==> config.mk <==
export PLATFORM = sky130hd
export DESIGN_NAME = gate_sequencer
export DESIGN_NICKNAME = d
export VERILOG_FILES = /design/src/rtl/gate_seq_pkg.sv /design/src/rtl/gate_sequencer.sv
export SDC_FILE = /design/constraint.sdc
export NUM_CORES = 1
export LEC_CHECK = 0
export ABC_AREA = 1
export CORE_MARGIN = 10
export CORE_UTILIZATION = 45
export CTS_BUF_LIST = sky130_fd_sc_hd__clkbuf_4 sky130_fd_sc_hd__clkbuf_8
export DETAILED_ROUTE_END_ITERATION = 10
export GPL_TIMING_DRIVEN = 0
export PLACE_DENSITY_LB_ADDON = 0.1
export SYNTH_ARGS = -nofsm -noshare
export SYNTH_HDL_FRONTEND = slang
export SYNTH_SLANG_ARGS = --single-unit
==> constraint.sdc <==
create_clock -name clk -period 3.05 [get_ports clk]
set_clock_uncertainty 0.2 [all_clocks]
set_input_delay 0.4575 -clock clk [delete_from_list [all_inputs] [get_ports clk]]
set_output_delay 0.4575 -clock clk [all_outputs]
set_load 0.1 [all_outputs]
==> src/rtl/gate_seq_pkg.sv <==
// Shared types and constants for the gate sequencer: state encoding,
// counter width and the default gate-length width.
package gate_seq_pkg;

   localparam int CNT_W          = 16;
   localparam int GATE_W_DEFAULT = 24;

   typedef enum logic [1:0] {
      S_IDLE  = 2'd0,
      S_GATE  = 2'd1,
      S_DRAIN = 2'd2,
      S_HOLD  = 2'd3
   } gate_state_t;

endpackage

==> src/rtl/gate_sequencer.sv <==
// Gated pulse-count measurement; start to res_valid is gate_len+2 cycles, result held until res_ready.
// Define GATE_SEQ_AUTO_REARM_EN to re-enter the gate straight after each result handshake until abort.
module gate_sequencer
   import gate_seq_pkg::*;
#(
   parameter int GATE_W = GATE_W_DEFAULT
) (
   input  logic              clk,
   input  logic              rst_n,
   input  logic              start,
   input  logic              abort,
   input  logic [GATE_W-1:0] gate_len,
   input  logic [CNT_W-1:0]  cnt_in,
   output logic              cnt_run,
   output logic              busy,
   output logic [CNT_W-1:0]  res_data,
   output logic              res_valid,
   input  logic              res_ready
);

   gate_state_t       state, state_nxt;
   logic [GATE_W-1:0] len_q, len_nxt;
   logic [GATE_W-1:0] left_q, left_nxt;
   logic [CNT_W-1:0]  snap_q, snap_nxt;
   logic [CNT_W-1:0]  data_nxt;

   assign busy      = (state != S_IDLE);
   assign res_valid = (state == S_HOLD);

   always_comb begin
      state_nxt = state;
      len_nxt   = len_q;
      left_nxt  = left_q;
      snap_nxt  = snap_q;
      data_nxt  = res_data;
      if (abort) begin
         state_nxt = S_IDLE;
      end else begin
         case (state)
            S_IDLE: begin
               if (start && (gate_len != '0)) begin
                  state_nxt = S_GATE;
                  len_nxt   = gate_len;
                  left_nxt  = gate_len;
                  snap_nxt  = cnt_in;
               end
            end
            S_GATE: begin
               left_nxt = left_q - GATE_W'(1);
               if (left_q == GATE_W'(1)) state_nxt = S_DRAIN;
            end
            S_DRAIN: begin
               // Counter's last in-gate increment is visible now; modular subtract hides wrap.
               state_nxt = S_HOLD;
               data_nxt  = cnt_in - snap_q;
            end
            S_HOLD: begin
               if (res_ready) begin
`ifdef GATE_SEQ_AUTO_REARM_EN
                  state_nxt = S_GATE;
                  left_nxt  = len_q;
                  snap_nxt  = cnt_in;
`else
                  state_nxt = S_IDLE;
`endif
               end
            end
            default: state_nxt = S_IDLE;
         endcase
      end
   end

   always_ff @(posedge clk or negedge rst_n) begin
      if (!rst_n) begin
         state    <= S_IDLE;
         len_q    <= '0;
         left_q   <= '0;
         snap_q   <= '0;
         res_data <= '0;
         cnt_run  <= 1'b0;
      end else begin
         state    <= state_nxt;
         len_q    <= len_nxt;
         left_q   <= left_nxt;
         snap_q   <= snap_nxt;
         res_data <= data_nxt;
         cnt_run  <= (state_nxt == S_GATE);
      end
   end

endmodule

==> results of run 1 <==
-- synthesized netlist by cell type (all sizes together) --
library cell	instances	area (sq um)
nor3	5	36.29
nor2	82	357.8
nand2	251	970.9
a21o	5	37.54
ha	17	212.7
o21ai	20	100.1
mux2i	1	10.01
xor2	4	35.03
a21oi	28	140.1
a21boi	2	15.02
or2	1	6.260
nand4	11	75.07
xnor2	6	52.55
fa	1	20.02
inv	75	284.0
nand3b	3	22.52
buf	13	105.1
and2	3	18.77
o21bai	1	7.510
nand3	52	260.3
dfrtp	59	1476
-- worst paths after layout --
| check | end | slack [ns] | cells past startpoint |
|---|---|---|---|
| min in group clk | res_data[10]$_DFFE_PN0P_ | 0.28 | 2 |
| worst min-delay path | left_q[14]$_DFFE_PN0P_ | 0.02 | 1 |
| worst max register to register | res_data[10]$_DFFE_PN0P_ | 0.93 | 12 |
| worst min register to register | res_data[10]$_DFFE_PN0P_ | 0.28 | 2 |
| max in group asynchronous | snap_q[13]$_DFFE_PN0P_ | 1.98 | 2 |
| worst max-delay path | busy | 0.18 | 3 |
-- per-stage QoR --
| step | hold WS (ns) | instances | area [sq um] |
|---|---|---|---|
| after global routing | 0.08094 | 831 | 5236 |
| final | 0.02392 | 831 | 5236 |
| after CTS | 0.05579 | 831 | 5236 |
| after detailed placement | 0.2692 | 815 | 5029 |
| after floorplan | -0.03809 | 640 | 4244 |
| after global placement | 0.2670 | 814 | 5014 |
-- cell type report --
| type | count | area share [%] |
|---|---|---|
| timing repair buffer | 64 | 12.33 |
| inverter | 75 | 5.424 |
| tap | 111 | 2.652 |
| multi-input combinational | 493 | 45.42 |
| sequential | 59 | 28.20 |
| buffer | 13 | 2.007 |
| clock inverter | 4 | 0.9319 |
| clock buffer | 12 | 3.035 |
-- flip-flops by register name, summed over array words and instances (netlist names) --
| signal | count |
|---|---|
| left_q | 24 |
| res_data | 16 |
| snap_q | 16 |
| state | 2 |
| cnt_run | 1 |
-- routing by layer --
layer | vias to the layer above | global-route usage, % | wire length [um]
met5 | - | 0 | 0
met4 | 0 | 5.684 | 192
met3 | 16 | 3.415 | 453
met2 | 72 | 31.65 | 5805
li1 | 2161 | - | -
met1 | 1899 | 19.82 | 4646
-- cell usage in the layout (no fill, tap or decap), drive strengths merged --
| cell | instances |
|---|---|
| fa | 1 |
| xnor2 | 6 |
| nand3 | 52 |
| o21ai | 20 |
| a21oi | 28 |
| nand2 | 251 |
| inv | 75 |
| clkinv | 3 |
| mux2i | 1 |
| a21o | 5 |
| ha | 17 |
| or2 | 1 |
| xor2 | 4 |
| dfrtp | 59 |
| a21boi | 2 |
| o21bai | 1 |
| nand3b | 3 |
| clkdlybuf4s50 | 62 |
| nor3 | 5 |
| bufinv | 1 |
| nor2 | 82 |
| nand4 | 11 |
| buf | 15 |
| clkbuf | 12 |
| and2 | 3 |
-- cells by family after synthesis --
family | share of synthesized area, %
compound gates | 7.076
simple gates | 41.19
flops | 34.79
xor+xnor | 2.064
mux | 0.2359
fa+ha+maj | 5.483
buf+inv | 9.169
-- power by group --
group	leakage, nW	internal (W)	total [W]	switching [W]
clock network	0.110	0.000430	0.000767	0.000337
registers	0.715	0.00101	0.00121	0.000194
logic	1.97	0.000657	0.00225	0.00160
==> qor.txt, run 1 <==
status: completed
Layout Nets: 778
final worst path period need: 2.865 ns
Clock Sinks: 59
Clock Latency Late Sink: 0.35 ns
final WL: 11,100 um
Worst Path Required: 2.39 ns
Leak: 2.795 nW
delay of the slowest critical-path stage: 1.15 ns
fin worst setup slack: 0.1846 ns
maximum root-to-sink buffer count: 2
Setup TNS: 0 ns
post-CTS sizing: 0
Post-Syn Area: 0.004244 sq mm
CTS tree: yes
CP bufs+invs: 2
Slowest-stage cell, CP: clkdlybuf4s50_1
overall die height: 117.1 um
post-synth cell types: 34
CTS Root Cell: clkbuf_8
dominant delay contributor by cell family on the critical path: buffers and inverters
Core ar.: 0.009196 sq mm
RePlAce Congestion: 0.9013
H-tree depth: 3
Slew Viols, Final: 0
clock transition at the registers of the reported paths: 0.08 ns
Via density: 4.992
RSZ-0062 raised after global routing: false
reg-to-reg startpoint: snap_q[0]$_DFFE_PN0P_
detailed-route via count: 4,148
Mean Syn Cell Area: 6.631 sq um
worst setup path category: flip-flop to output pin
period utilisation layout: 93.95%
Slew headroom: 33.88%
maximum vdd drop: 0.4845 mV
max_cap viols: 0
worst-path fanout max: 5
layout cells sized above 1: 7.778%
power density over the cells: 807.6 mW/mm^2
area of the multi-input gates: 0.002379 sq mm
cts bufs inserted: 9
number of global-route vias before repair: 4,045
fmax: 349.0 MHz
detailed placement HPWL: 8767 um
WL per Instance: 13.35 um
Fin. Hold Viols: 0
Crit. End Element: output pin
crit-path cells: nor2_1, inv_1, clkdlybuf4s50_1
power consumption: 0.004229 W
GRT Total Usage: 17.37%
final core utilization: 56.94%
TritonRoute pass-1 iters: 4
register area: 0.001476 sq mm
n_diodes: 0
worst slack, placed: 0.3037 ns
Worst Path Arrival: 2.21 ns
GRT overflow: 0
Startpoint Class: flip-flop
Setup crit start: state[0]$_DFF_PN0_
largest net degree at the start of global routing: 36
# setup viols final: 0
first-pass GRT wire length: 18,920 um
Slew @ Worst Pin: 0.9888 ns
number of DRC markers in iteration 0: 177
hold buffers post-CTS: 0
Seq/Total Area, Yosys: 34.79%
filler cell count: 904
IO Pins: 64
Synth Instances: 640
setup bufs post-CTS: 0
Rows: 35
input/output buffers: 63
post-route ant nets: 0
Hold Crit Class: input pin to asynchronous set/reset pin
Residual DRC: 0
Die Wd: 117.1 um
initial core utilization: 46.15%
warning count from the yosys run: 0
initial antenna violation count: 0
Seq cells post-synth: 59
Layout area overhead: 23.38%
Synth Net Count: 703
area of the die: 0.01372 sq mm
Power figures use the tool's default switching activity.
==> inputs of run 2 (changes only) <==
- CORE_UTILIZATION: 45 -> 61
==> qor.txt, run 2 (synthesis gave the netlist of run 1 again) <==
TritonRoute pass-1 iters: 7 (+3)
max_cap viols: 0 (unchanged)
reg-to-reg startpoint: snap_q[0]$_DFFE_PN0P_
most frequent cells in the layout: nand2_1 (247), nor2_1 (70), inv_1 (69)
maximum vdd drop: 0.6255 mV (+29%)
Residual DRC: 0 (unchanged)
area of the multi-input gates: 0.002379 sq mm (unchanged)
GRT Total Usage: 22.07% (+4.7 points)
crit-path cells: nor2_1, inv_1, clkdlybuf4s50_1
post-CTS sizing: 0 (unchanged)
CP bufs+invs: 2 (unchanged)
status: completed
CTS tree: yes
Fin. Hold Viols: 0 (unchanged)
detailed-route via count: 4,339 (+4.6%)
final WL: 11,280 um (+1.6%)
max FFs per register: 24 (unchanged)
cells on worst reg2reg path: 12 (unchanged)
worst setup path end: busy
setup bufs post-CTS: 0 (unchanged)
critical path depth in cells: 3 (unchanged)
Slew Viols, Final: 0 (unchanged)
Layout Nets: 779 (+0.13%)
fmax: 348.1 MHz (-0.27%)
Slowest-stage cell, CP: clkdlybuf4s50_1
number of DRC markers in iteration 0: 189 (+6.8%)
fin worst setup slack: 0.1769 ns (-0.007727 ns)
number of global-route vias before repair: 4,320 (+6.8%)
H-tree depth: 3 (unchanged)
Hold Crit Class: flip-flop to flip-flop
first-pass GRT wire length: 18,700 um (-1.2%)
Clock Latency Late Sink: 0.35 ns (about the same)
reg2reg setup slack: 0.88 ns (-0.05 ns)
Non-Filler Instances: 817 (-1.7%)
Die Wd: 103.4 um (-12%)
power density over the cells: 837.4 mW/mm^2 (+3.7%)
detailed placement HPWL: 8415 um (-4.0%)
hold buffers post-CTS: 1 (+1)
final worst path period need: 2.873 ns (+0.007727 ns)
Clock Sinks: 59 (unchanged)
Hold WS: 0.2827 ns (+0.2588 ns)
cts bufs inserted: 9 (unchanged)
input/output buffers: 63 (unchanged)
# setup viols final: 0 (unchanged)
WL per Instance: 13.81 um (+3.4%)
register area: 0.001476 sq mm (unchanged)
GRT overflow: 0 (unchanged)
Largest regs: left_q x24, res_data x16, snap_q x16
Crit. End Element: output pin
largest net degree at the start of global routing: 43 (+19%)
clock transition at the registers of the reported paths: 0.07 ns (about the same)
Startpoint Class: flip-flop
dominant delay contributor by cell family on the critical path: buffers and inverters
overall die height: 103.4 um (-12%)
Via density: 5.311 (+6.4%)
Worst R2R End: res_data[10]$_DFFE_PN0P_
Core ar.: 0.006794 sq mm (-26%)
IO Pins: 64 (unchanged)
hold path start: res_data[12]$_DFFE_PN0P_
CTS Root Cell: clkbuf_8
Worst Path Arrival: 2.22 ns (about the same)
Slew @ Worst Pin: 0.9914 ns (+0.002605 ns)
largest reg by FF count: left_q
Leak: 2.816 nW (+0.76%)
Worst Path Required: 2.39 ns (about the same)
initial core utilization: 62.47% (+16 points)
worst-path fanout max: 5 (unchanged)
delay of the slowest critical-path stage: 1.15 ns (about the same)
power consumption: 0.004409 W (+4.3%)
RePlAce Congestion: 0.9124 (+1.2%)
layout cells sized above 1: 7.767% (-0.011 points)
Layout area overhead: 24.06%
worst setup path category: flip-flop to output pin
Slew headroom: 33.70% (-0.17 points)
worst slack, placed: 0.3088 ns (+0.005089 ns)
period utilisation layout: 94.20% (+0.25 points)
Setup crit start: state[0]$_DFF_PN0_
filler cell count: 540 (-40%)
Rows: 30 (-14%)
post-route ant nets: 0 (unchanged)
maximum root-to-sink buffer count: 2 (unchanged)
n_diodes: 0 (unchanged)
dpl cells: 800 (-1.8%)
commonest non-fill, non-tap cell in the layout: nand2_1
RSZ-0062 raised after global routing: false
initial antenna violation count: 0 (unchanged)
area of the die: 0.01069 sq mm (-22%)
run 2: worst min-delay path by stage:
stage                                           to  slack, ns  depth (start not counted)
after global routing      res_data[15]$_DFFE_PN0P_       0.31                          2
after CTS                 res_data[14]$_DFFE_PN0P_       0.29                          2
after floorplan                  cnt_run$_DFF_PN0_      -0.04                          0
final                     res_data[12]$_DFFE_PN0P_       0.28                          2
after global placement    res_data[12]$_DFFE_PN0P_       0.27                          2
after detailed placement     left_q[7]$_DFFE_PN0P_       0.23                          1
run 2: metal layers:
| metal | vias up | routed length, um | GRT usage (%) |
|---|---|---|---|
| li1 | 2169 | - | - |
| met1 | 1965 | 4305 | 23.03 |
| met2 | 162 | 5818 | 40.20 |
| met3 | 43 | 736 | 3.854 |
| met4 | 0 | 419 | 13.69 |
| met5 | - | 0 | 0 |
run 2: worst register-to-register path, cell delays in order (launching register included):
cell and delay (ns):
dfrtp_1 0.39, ha_1 0.21, fa_1 0.41, inv_1 0.08
nand3_1 0.06, nand3_1 0.18, nand2_1 0.07, nand2_1 0.13
nand2_1 0.08, nand2_1 0.06, nand2_1 0.05, nand3_1 0.08
nand2_1 0.06
run 2: report_power, final:
group	leakage, nW	internal, W	switching (W)
sequential	0.715	0.00101	0.000197
combinational	1.97	0.000658	0.00163
clock	0.127	0.000572	0.000340
run 2: final cells by class:
cell class / instances / share of cell area (%)
sequential: 59 / 28.04
buffer: 13 / 1.996
timing repair buffer: 65 / 12.45
inverter: 75 / 5.394
multi-input combinational: 493 / 45.18
clock buffer: 11 / 2.757
tap: 96 / 2.281
clock inverter: 5 / 1.901
run 2: through the flow:
| stage | cell area (sq um) | setup TNS, ns | util [%] |
|---|---|---|---|
| 6_report | 5265 | 0 | 77.50 |
| 5_1_grt | 5265 | 0 | 77.50 |
| 4_1_cts | 5265 | 0 | 77.50 |
| 3_5_place_dp | 5010 | 0 | 73.74 |
| 3_3_place_gp | 4995 | -30.90 | 73.52 |
| 2_1_floorplan | 4244 | 0 | - |
